<file path="src/rtl/mmio_ram_ctrl.sv">
// mmio_ram_ctrl: data memory for the CPU data port, with a memory-mapped I/O window
// at the top of the address space.
//   Map: RAM [0, RAM_DEPTH-1], input i at RAM_DEPTH+i, output j at RAM_DEPTH+N_IN+j,
//   where RAM_DEPTH = 2**ADDR_W - N_IN - N_OUT.
//   After RESET an init sweep writes INIT_VAL into every RAM word. READY rises when
//   the sweep is done, and accesses are ignored until then.
// Ports:
//   CLK, RESET   clock; synchronous active-high reset
//   ADDR, DATA   word address / write data
//   MW           write enable
//   Q            registered read data (latency 1, read-first)
//   READY        init sweep complete
//   IN_BUS       N_IN read-only input ports
//   OUT_BUS      N_OUT output registers (read/write)
//   OUT_STB      one-cycle strobe per output register, aligned with its new value
//   DISP         flat view of RAM[DISP_BASE +: DISP_LEN], word 0 in the MSBs
// Optional feature: define MMIO_RAM_DISP_TAP_EN to drive DISP from the RAM.
//   Without it DISP is 0 and the RAM keeps a single read port.
module mmio_ram_ctrl #(
  parameter int ADDR_W    = 8,
  parameter int DATA_W    = 8,
  parameter int N_IN      = 2,
  parameter int N_OUT     = 6,
  parameter logic [DATA_W-1:0] INIT_VAL = 'h20,
  parameter int DISP_BASE = 64,
  parameter int DISP_LEN  = 64
) (
  input  logic                       CLK,
  input  logic                       RESET,
  input  logic [ADDR_W-1:0]          ADDR,
  input  logic [DATA_W-1:0]          DATA,
  input  logic                       MW,
  output logic [DATA_W-1:0]          Q,
  output logic                       READY,
  input  logic [N_IN*DATA_W-1:0]     IN_BUS,
  output logic [N_OUT*DATA_W-1:0]    OUT_BUS,
  output logic [N_OUT-1:0]           OUT_STB,
  output logic [DISP_LEN*DATA_W-1:0] DISP
);

  localparam int RAM_DEPTH = (2**ADDR_W) - N_IN - N_OUT;
  localparam logic [ADDR_W-1:0] RAM_TOP  = ADDR_W'(RAM_DEPTH);
  localparam logic [ADDR_W-1:0] RAM_LAST = ADDR_W'(RAM_DEPTH - 1);

  if (RAM_DEPTH < 1 || DISP_BASE + DISP_LEN > RAM_DEPTH) begin : g_bad_cfg
    $error("mmio_ram_ctrl: RAM_DEPTH < 1 or display window outside RAM");
  end

  typedef enum logic {INIT, RUN} state_t;
  state_t state, state_nxt;

  logic [ADDR_W-1:0]             cnt;
  logic [DATA_W-1:0]             ram [RAM_DEPTH];
  logic [DATA_W-1:0]             ram_q;
  logic [N_OUT-1:0][DATA_W-1:0]  out_r;
  logic [N_OUT-1:0]              out_hit;
  logic [DATA_W-1:0]             io_word, io_q;
  logic                          sel_ram;
  logic                          is_ram;
  logic                          run;
  logic                          ram_we;
  logic [ADDR_W-1:0]             ram_wa;
  logic [DATA_W-1:0]             ram_wd;

  assign is_ram = ADDR < RAM_TOP;

  // Address decode of the I/O window; output reads return the register's current value.
  always_comb begin
    out_hit = '0;
    io_word = '0;
    for (int i = 0; i < N_IN; i++)
      if (ADDR == ADDR_W'(RAM_DEPTH + i)) io_word = IN_BUS[i*DATA_W +: DATA_W];
    for (int j = 0; j < N_OUT; j++)
      if (ADDR == ADDR_W'(RAM_DEPTH + N_IN + j)) begin
        out_hit[j] = 1'b1;
        io_word    = out_r[j];
      end
  end

  // FSM state register and sweep counter
  always_ff @(posedge CLK) begin
    if (RESET) begin
      state <= INIT;
      cnt   <= '0;
    end else begin
      state <= state_nxt;
      if (state == INIT) cnt <= cnt + 1'b1;
    end
  end

  // Next state and the single RAM write port: the sweep owns it in INIT, the CPU in RUN.
  always_comb begin
    state_nxt = state;
    run       = 1'b0;
    ram_we    = 1'b0;
    ram_wa    = cnt;
    ram_wd    = INIT_VAL;
    case (state)
      INIT: begin
        ram_we = 1'b1;
        if (cnt == RAM_LAST) state_nxt = RUN;
      end
      RUN: begin
        run    = 1'b1;
        ram_we = MW && is_ram;
        ram_wa = ADDR;
        ram_wd = DATA;
      end
      default: state_nxt = INIT;
    endcase
    // RAM keeps its contents while RESET is held
    if (RESET) begin
      ram_we = 1'b0;
      run    = 1'b0;
    end
  end

  // RAM: no reset, read-first registered read so it maps onto block RAM
  always_ff @(posedge CLK) begin
    if (ram_we) ram[ram_wa] <= ram_wd;
    ram_q <= ram[is_ram ? ADDR : '0];
  end

  // I/O registers, read-path select and strobes
  always_ff @(posedge CLK) begin
    if (RESET) begin
      sel_ram <= 1'b0;
      io_q    <= '0;
      out_r   <= '0;
      OUT_STB <= '0;
    end else begin
      // In INIT both are cleared, which holds Q at 0
      sel_ram <= run && is_ram;
      io_q    <= run ? io_word : '0;
      OUT_STB <= (run && MW) ? out_hit : '0;
      for (int j = 0; j < N_OUT; j++)
        if (run && MW && out_hit[j]) out_r[j] <= DATA;
    end
  end

  assign Q       = sel_ram ? ram_q : io_q;
  assign READY   = (state == RUN);
  assign OUT_BUS = out_r;

`ifdef MMIO_RAM_DISP_TAP_EN
  always_comb begin
    DISP = '0;
    for (int k = 0; k < DISP_LEN; k++)
      DISP[(DISP_LEN-k)*DATA_W-1 -: DATA_W] = ram[DISP_BASE + k];
  end
`else
  assign DISP = '0;
`endif

endmodule
</file>
<file path="config.mk">
export PLATFORM = sky130hd
export DESIGN_NAME = mmio_ram_ctrl
export DESIGN_NICKNAME = d
export VERILOG_FILES = /design/src/rtl/mmio_ram_ctrl.sv
export SDC_FILE = /design/constraint.sdc
export NUM_CORES = 2
export LEC_CHECK = 0
export ABC_CLOCK_PERIOD_IN_PS = 11750
export CORE_UTILIZATION = 45
export CTS_BUF_LIST = sky130_fd_sc_hd__clkbuf_8
export DETAILED_ROUTE_END_ITERATION = 6
export DONT_BUFFER_PORTS = 1
export MAX_ROUTING_LAYER = met4
export PLACE_DENSITY = 0.59
export SLEW_MARGIN = 40
export SYNTH_ARGS = -nofsm -noshare
export SYNTH_HDL_FRONTEND = slang
export SYNTH_SLANG_ARGS = --single-unit
</file>
<file path="constraint.sdc">
create_clock -name CLK -period 11.75 [get_ports CLK]
set_input_delay 1.175 -clock CLK [delete_from_list [all_inputs] [get_ports CLK]]
set_output_delay 1.175 -clock CLK [all_outputs]
set_load 0.01 [all_outputs]
</file>
Word level (Yosys, flattened, before mapping)
Memories as Yosys holds them, arrays and structs flattened. A register that Yosys moved wholly into a read port is not among the register bits.
Cells that the tools add are included.
Widths: inputs -> output; s select.
- flip-flop bits (word level): 72
- RAM bits: 1984
- input port bits: 35
- logic and storage cells: 63
- memories: 1
- memory list (name ; depth ; width ; rd ports ; clocked after memory_dff ; write ports ; line ; source):
    ram ; 248 ; 8 ; 1 ; 1 ; 1 ; 53 ; logic [DATA_W-1:0] ram [RAM_DEPTH];
- add/subtract/negate cells: 1
- order comparisons: 1
- eq/ne operators: 9
- mux-type cells: 26
- bitwise gates (word level): 3
- reduce and logical (&&, ||, !) cells: 11
- operators by type and width (operator ; number):
    $mux 8 ; 12
    $eq 8x8->1 const B ; 9
    $mux 1 ; 13
    $logic_and 1x1->1 ; 9
    $add 8x1->8 const B ; 1
    $lt 8x8->1 const B ; 1
    $reduce_or 2->1 ; 2
    $not 1->1 ; 3
    $pmux 1 s2 ; 1

Depth between registers and ports, before layout
- depth after elaboration: 9
- mapped depth: 13

Worst setup path before layout
OpenSTA, ideal clock, no wires.
- kind: reg-to-reg
- start: register state (netlist: READY)
- end: memory ram[0][7] (data pin)
- setup time: 846 ps
- data arrival time: 4655 ps
- required time: 10904 ps
- setup slack: 6249 ps
- cell stages (with the launch flop): 6
- cells stage by stage: dfxtp_1 clkbuf_1 clkbuf_1 clkbuf_1 clkbuf_1 and2_1
- word-level cells in the longest chain between the ends: 1
- RTL lines (what ; line ; source):
    start: declaration ; 50 ; state_t state, state_nxt;
    start signal: assignment ; 86 ; state <= state_nxt;
    $mux 8 ; 98 ; case (state)
    via ram_wd[7] ; 63 ; logic [DATA_W-1:0] ram_wd;
    end: declaration ; 53 ;
The timed path passes the listed nets, and every way through them passes these cells.

Worst setup path in the final report
- start: input port ADDR[2]
- end: register ram_q[1] (read register of ram)
- word-level cells in the longest chain between the ends: 2
- RTL lines (what ; line ; source):
    start: declaration ; 30 ; input logic [ADDR_W-1:0] ADDR,
    $lt 8x8->1 ; 65 ; assign is_ram = ADDR < RAM_TOP;
    $mux 8 * ; 121 ; ram_q <= ram[is_ram ? ADDR : '0];
    end: declaration ; 54 ; logic [DATA_W-1:0] ram_q;
Mark *: on every way between the ends. The rest lies on a longest branch, timed or not.
A chain may end at the register's enable or synchronous reset.

==> impl_results.html <==
<table>
<tr><th>Metric</th><th>Value</th></tr>
<tr><th colspan="2">Layout</th></tr>
<tr><td>Signed area change from the synthesized netlist to the final layout</td><td>7.91%</td></tr>
<tr><td>Final cell utilization of the core</td><td>49.0%</td></tr>
<tr><td>Layout cells sized above 1</td><td>between 10 and 15%</td></tr>
<tr><td>Number of nets in the final layout</td><td>6137</td></tr>
<tr><td>Post-layout instance count excluding filler cells</td><td>about 8.9k</td></tr>
<tr><td>Post-route cell area</td><td>0.0944 mm^2</td></tr>
<tr><th colspan="2">Synthesis</th></tr>
<tr><td>Count of yosys warnings during synthesis</td><td>0</td></tr>
<tr><td>Synth Cell Area</td><td>0.0875 mm^2</td></tr>
<tr><td>Count of state elements after synthesis</td><td>2064</td></tr>
<tr><td>Asr flop ratio synth</td><td>0%</td></tr>
<tr><td>Leading post-synthesis cells by instance count</td><td>sky130_fd_sc_hd__edfxtp_1 (1984), sky130_fd_sc_hd__nor2_1 (631), sky130_fd_sc_hd__buf_4 (584)</td></tr>
<tr><td>Dominant register cell in the synthesized netlist</td><td>sky130_fd_sc_hd__edfxtp_1</td></tr>
<tr><td>Syn Inst Count</td><td>6031</td></tr>
<tr><td>Mean area per synthesized cell</td><td>14.5 um^2</td></tr>
<tr><td>Area contributors post-synth</td><td>sky130_fd_sc_hd__edfxtp_1 (68%), sky130_fd_sc_hd__buf_4 (5.0%), sky130_fd_sc_hd__mux2i_1 (4.4%)</td></tr>
<tr><td>Cell taking the most area after synthesis</td><td>sky130_fd_sc_hd__edfxtp_1</td></tr>
<tr><td>Count leader, synth</td><td>sky130_fd_sc_hd__edfxtp_1</td></tr>
<tr><td>EDFF count, synth</td><td>1984</td></tr>
<tr><td>Cell variety after synth</td><td>83</td></tr>
<tr><td>Register area share after synthesis</td><td>69.9%</td></tr>
<tr><td>Share of the synthesized area in the top cell type</td><td>68.1%</td></tr>
<tr><th colspan="2">Placed design</th></tr>
<tr><td>Placed cell count</td><td>~8.3k</td></tr>
<tr><td>Count of input and output buffers</td><td>0</td></tr>
<tr><td>Placed instance area</td><td>around 0.09 mm^2</td></tr>
<tr><td>Final weighted congestion in routability-driven placement</td><td>a little over 0.9</td></tr>
<tr><td>Detailed placer's ending HPWL</td><td>between 150000 and 200000 um</td></tr>
<tr><th colspan="2">Clock network</th></tr>
<tr><td>Number of buffers created by CTS</td><td>around 340</td></tr>
<tr><td>CTS Buffer Depth</td><td>4</td></tr>
<tr><td>Clk_lat worst skew</td><td>1.08 ns</td></tr>
<tr><td>Cts repair resizes</td><td>0</td></tr>
<tr><td>Setup Buffers After CTS</td><td>0</td></tr>
<tr><td>Clock transition at the registers of the reported paths</td><td>0.07 ns</td></tr>
<tr><td>CTS tree</td><td>built</td></tr>
<tr><td>Number of H-tree levels</td><td>5</td></tr>
<tr><td>Total number of clock tree sinks</td><td>roughly 2.1k</td></tr>
<tr><td>Hold-fix buffer count after cts</td><td>0</td></tr>
<tr><td>Cell chosen for the clock root</td><td>sky130_fd_sc_hd__clkbuf_8</td></tr>
<tr><th colspan="2">Floorplan</th></tr>
<tr><td>Top-level port count</td><td>610</td></tr>
<tr><td>Initial cell density of the core</td><td>roughly 45%</td></tr>
<tr><td>Core ar.</td><td>0.193 mm^2</td></tr>
<tr><td>Die Outline Area</td><td>~0.20 mm^2</td></tr>
<tr><td>Site Rows</td><td>roughly 160</td></tr>
<tr><td>Die span in x</td><td>443 um</td></tr>
<tr><td>DIE HEIGHT</td><td>roughly 440 um</td></tr>
<tr><th colspan="2">Power</th></tr>
<tr><td>Max VDD drop</td><td>104 uV</td></tr>
<tr><td>Static leakage</td><td>33.0 nW</td></tr>
<tr><td>Overall power after layout</td><td>between 0.01 and 0.015 W</td></tr>
<tr><td>Areal power density over the cells</td><td>154 mW/mm^2</td></tr>
<tr><th colspan="2">Detailed routing</th></tr>
<tr><td>Number of vias in the routed layout</td><td>54.1k</td></tr>
<tr><td>Initial DRT Pass Iterations</td><td>6</td></tr>
<tr><td>Remaining design rule violation count</td><td>0</td></tr>
<tr><td>DR iter-0 viols</td><td>between 7k and 8k</td></tr>
<tr><td>Final wirelength</td><td>~270000 um</td></tr>
<tr><td>Number of nets with antenna violations after detailed routing</td><td>0</td></tr>
<tr><td>Detailed-route wire length per cell</td><td>30.4 um</td></tr>
<tr><td>Post-detailed-route via-to-cell ratio</td><td>about 6</td></tr>
<tr><th colspan="2">STA</th></tr>
<tr><td>Count of final max-slew check failures</td><td>0</td></tr>
<tr><td>Endpoints failing setup</td><td>0</td></tr>
<tr><td>Transition time of the tightest slew-check pin</td><td>1.01 ns</td></tr>
<tr><td>Timing-limited maximum frequency</td><td>0.180 GHz</td></tr>
<tr><td>Setup repair after global routing missed its margin</td><td>no</td></tr>
<tr><td>Post-layout minimum cycle time</td><td>between 5 and 6 ns</td></tr>
<tr><td>Ratio of final minimum period to clock period</td><td>47.2%</td></tr>
<tr><td>Worst clock skew</td><td>0.0736 ns</td></tr>
<tr><td>Sum of negative setup slack</td><td>0 ns</td></tr>
<tr><td>Number of failing hold endpoints at the final stage</td><td>0</td></tr>
<tr><td>Headroom to the max-slew limit</td><td>32.5%</td></tr>
<tr><th colspan="2">GRT</th></tr>
<tr><td>Pin count of the biggest net entering global routing</td><td>683</td></tr>
<tr><td>Global-route wire length before repair</td><td>378000 um</td></tr>
<tr><td>GRT Total Usage</td><td>27.6%</td></tr>
<tr><td>Total grt overflow</td><td>0</td></tr>
<tr><td>Vias in the first global route</td><td>50.5k</td></tr>
<tr><td>Antenna violations before repair</td><td>11</td></tr>
<tr><th colspan="2">Worst setup path</th></tr>
<tr><td>Endpoint arrival time on the critical path</td><td>6.50 ns</td></tr>
<tr><td>Launching element type of the critical path</td><td>input pin</td></tr>
<tr><td>Critical path class</td><td>in2reg</td></tr>
<tr><td>Worst Path Max Fanout</td><td>between 100 and 150</td></tr>
<tr><td>CP max stage cell</td><td>sky130_fd_sc_hd__a31oi_1</td></tr>
<tr><td>Worst setup EP type</td><td>flop</td></tr>
<tr><td>Delay of the slowest cell on the worst path</td><td>0.77 ns</td></tr>
<tr><td>Worst-path cell chain</td><td>buf_16, buf_16, buf_16, nand2b_4, buf_12, buf_4, a2bb2oi_1, o211ai_1, a31oi_1, o211ai_1, a21oi_1, o32ai_1, o41ai_1</td></tr>
<tr><td>Most numerous cell on the critical path</td><td>sky130_fd_sc_hd__buf_16</td></tr>
<tr><td>Required @ worst endpoint</td><td>around 13 ns</td></tr>
<tr><th colspan="2">Hold path</th></tr>
<tr><td>Class of the worst hold path</td><td>in2reg</td></tr>
<tr><th colspan="2">Flow run</th></tr>
<tr><td>Max-cap violations</td><td>0</td></tr>
<tr><th colspan="2">Status</th></tr>
<tr><td>Result of the run</td><td>finished clean</td></tr>
</table>
## metrics by stage
| stage | worst slack, ns | hold WS, ns |
|---|---|---|
| after global routing | 6.42 | 0.200 |
| final | 6.20 | 0.240 |
| after detailed placement | 6.51 | 0.512 |
| after floorplan | 6.25 | 0.490 |
| after global placement | 5.93 | 0.507 |
| after CTS | 7.63 | 0.166 |
## final cells by class
class,count,area (um^2)
antenna,8,20.0
clock buffer,353,4860
clock inverter,234,1040
fill,16400,98400
inverter,16,70.1
multi-input combinational,3548,22800
sequential,2064,61200
tap,2526,3160
timing repair buffer,128,1280
## final timing paths
check	depth (start not counted)	slack [ns]	startpoint	to
hold / removal	2	0.24	DATA[3]	OUT_BUS[3]
setup reg to reg	6	7.99	READY	ram[162][1]
setup / recovery	13	6.20	ADDR[2]	ram_q[1]
hold reg to reg	2	0.52	OUT_BUS[3]	OUT_BUS[3]
## logic make-up (layout without fill, tap and decap cells)
group           count (synthesis)  in the layout  share of synthesized area [%]
flops                        2064           2064                           69.9
compound gates               1280           1280                           9.85
simple gates                 1180           1180                           5.75
buf+inv                       930            731                           6.82
mux                           569            569                           7.59
xor+xnor                        6              6                         0.0601
fa+ha+maj                       1              1                         0.0143
other cells                     1            520                        0.00429
## routing by layer
| metal | track usage (%) | routed length (um) | up-vias |
|---|---|---|---|
| li1 | - | - | 22400 |
| met1 | 36.8 | 106000 | 27300 |
| met2 | 40.4 | 122000 | 3680 |
| met3 | 6.80 | 30700 | 658 |
| met4 | 11.1 | 11200 | 0 |
| met5 | - | 0 | - |
## worst max-delay path, delay by kind of cell
family,cells,cell delay (ns)
AOI/OAI and AO/OA,7,2.10
buffers and inverters,5,2.37
and+or+nand+nor,1,0.18
## registers in the layout, summed over array words and instances (netlist names)
| name | cells |
|---|---|
| sel_ram | 1 |
| READY | 1 |
| io_q | 8 |
| ram_q | 8 |
| cnt | 8 |
| OUT_STB | 6 |
| ram | 1984 |
| OUT_BUS | 48 |
## power breakdown
group | leakage [nW] | total [W] | switching, W | internal (W)
registers | 20.2 | 0.00797 | 0.0000175 | 0.00795
clock network | 3.44 | 0.00569 | 0.00284 | 0.00285
logic | 9.36 | 0.000857 | 0.000630 | 0.000226
## placed cells by master, fill, tap and decap left out, types with 10 or more instances in the layout
cell type / Yosys / routed
sky130_fd_sc_hd__buf_16: 0 / 10
sky130_fd_sc_hd__nor2_1: 631 / 535
sky130_fd_sc_hd__o2111ai_1: 10 / 10
sky130_fd_sc_hd__nand2b_1: 41 / 39
sky130_fd_sc_hd__or3_1: 11 / 11
sky130_fd_sc_hd__and3_1: 12 / 12
sky130_fd_sc_hd__nand3_1: 67 / 67
sky130_fd_sc_hd__nand2_2: 0 / 20
sky130_fd_sc_hd__inv_1: 13 / 124
sky130_fd_sc_hd__mux2i_1: 387 / 387
sky130_fd_sc_hd__o21ai_0: 215 / 214
sky130_fd_sc_hd__o311ai_0: 13 / 12
sky130_fd_sc_hd__a211oi_1: 106 / 106
sky130_fd_sc_hd__nor3_1: 39 / 36
sky130_fd_sc_hd__a221oi_1: 35 / 35
sky130_fd_sc_hd__buf_4: 584 / 97
sky130_fd_sc_hd__o22ai_1: 118 / 118
sky130_fd_sc_hd__clkbuf_8: 0 / 353
sky130_fd_sc_hd__a2bb2oi_1: 22 / 22
sky130_fd_sc_hd__and2_1: 43 / 35
sky130_fd_sc_hd__clkinv_2: 0 / 29
sky130_fd_sc_hd__a31oi_1: 51 / 51
sky130_fd_sc_hd__buf_6: 8 / 13
sky130_fd_sc_hd__mux2_2: 118 / 118
sky130_fd_sc_hd__dfxtp_1: 80 / 79
sky130_fd_sc_hd__nand2_1: 274 / 252
sky130_fd_sc_hd__o211ai_1: 50 / 50
sky130_fd_sc_hd__clkinv_1: 1 / 85
sky130_fd_sc_hd__conb_1: 1 / 512
sky130_fd_sc_hd__a311oi_1: 16 / 14
sky130_fd_sc_hd__mux4_2: 64 / 64
sky130_fd_sc_hd__o32ai_1: 14 / 14
sky130_fd_sc_hd__nor2_2: 0 / 94
sky130_fd_sc_hd__nand4_1: 14 / 14
sky130_fd_sc_hd__a22oi_1: 24 / 24
sky130_fd_sc_hd__edfxtp_1: 1984 / 1984
sky130_fd_sc_hd__o221ai_1: 147 / 147
sky130_fd_sc_hd__a21oi_1: 321 / 318
sky130_fd_sc_hd__a2111oi_0: 27 / 19
(Power assumes the default switching activity.)
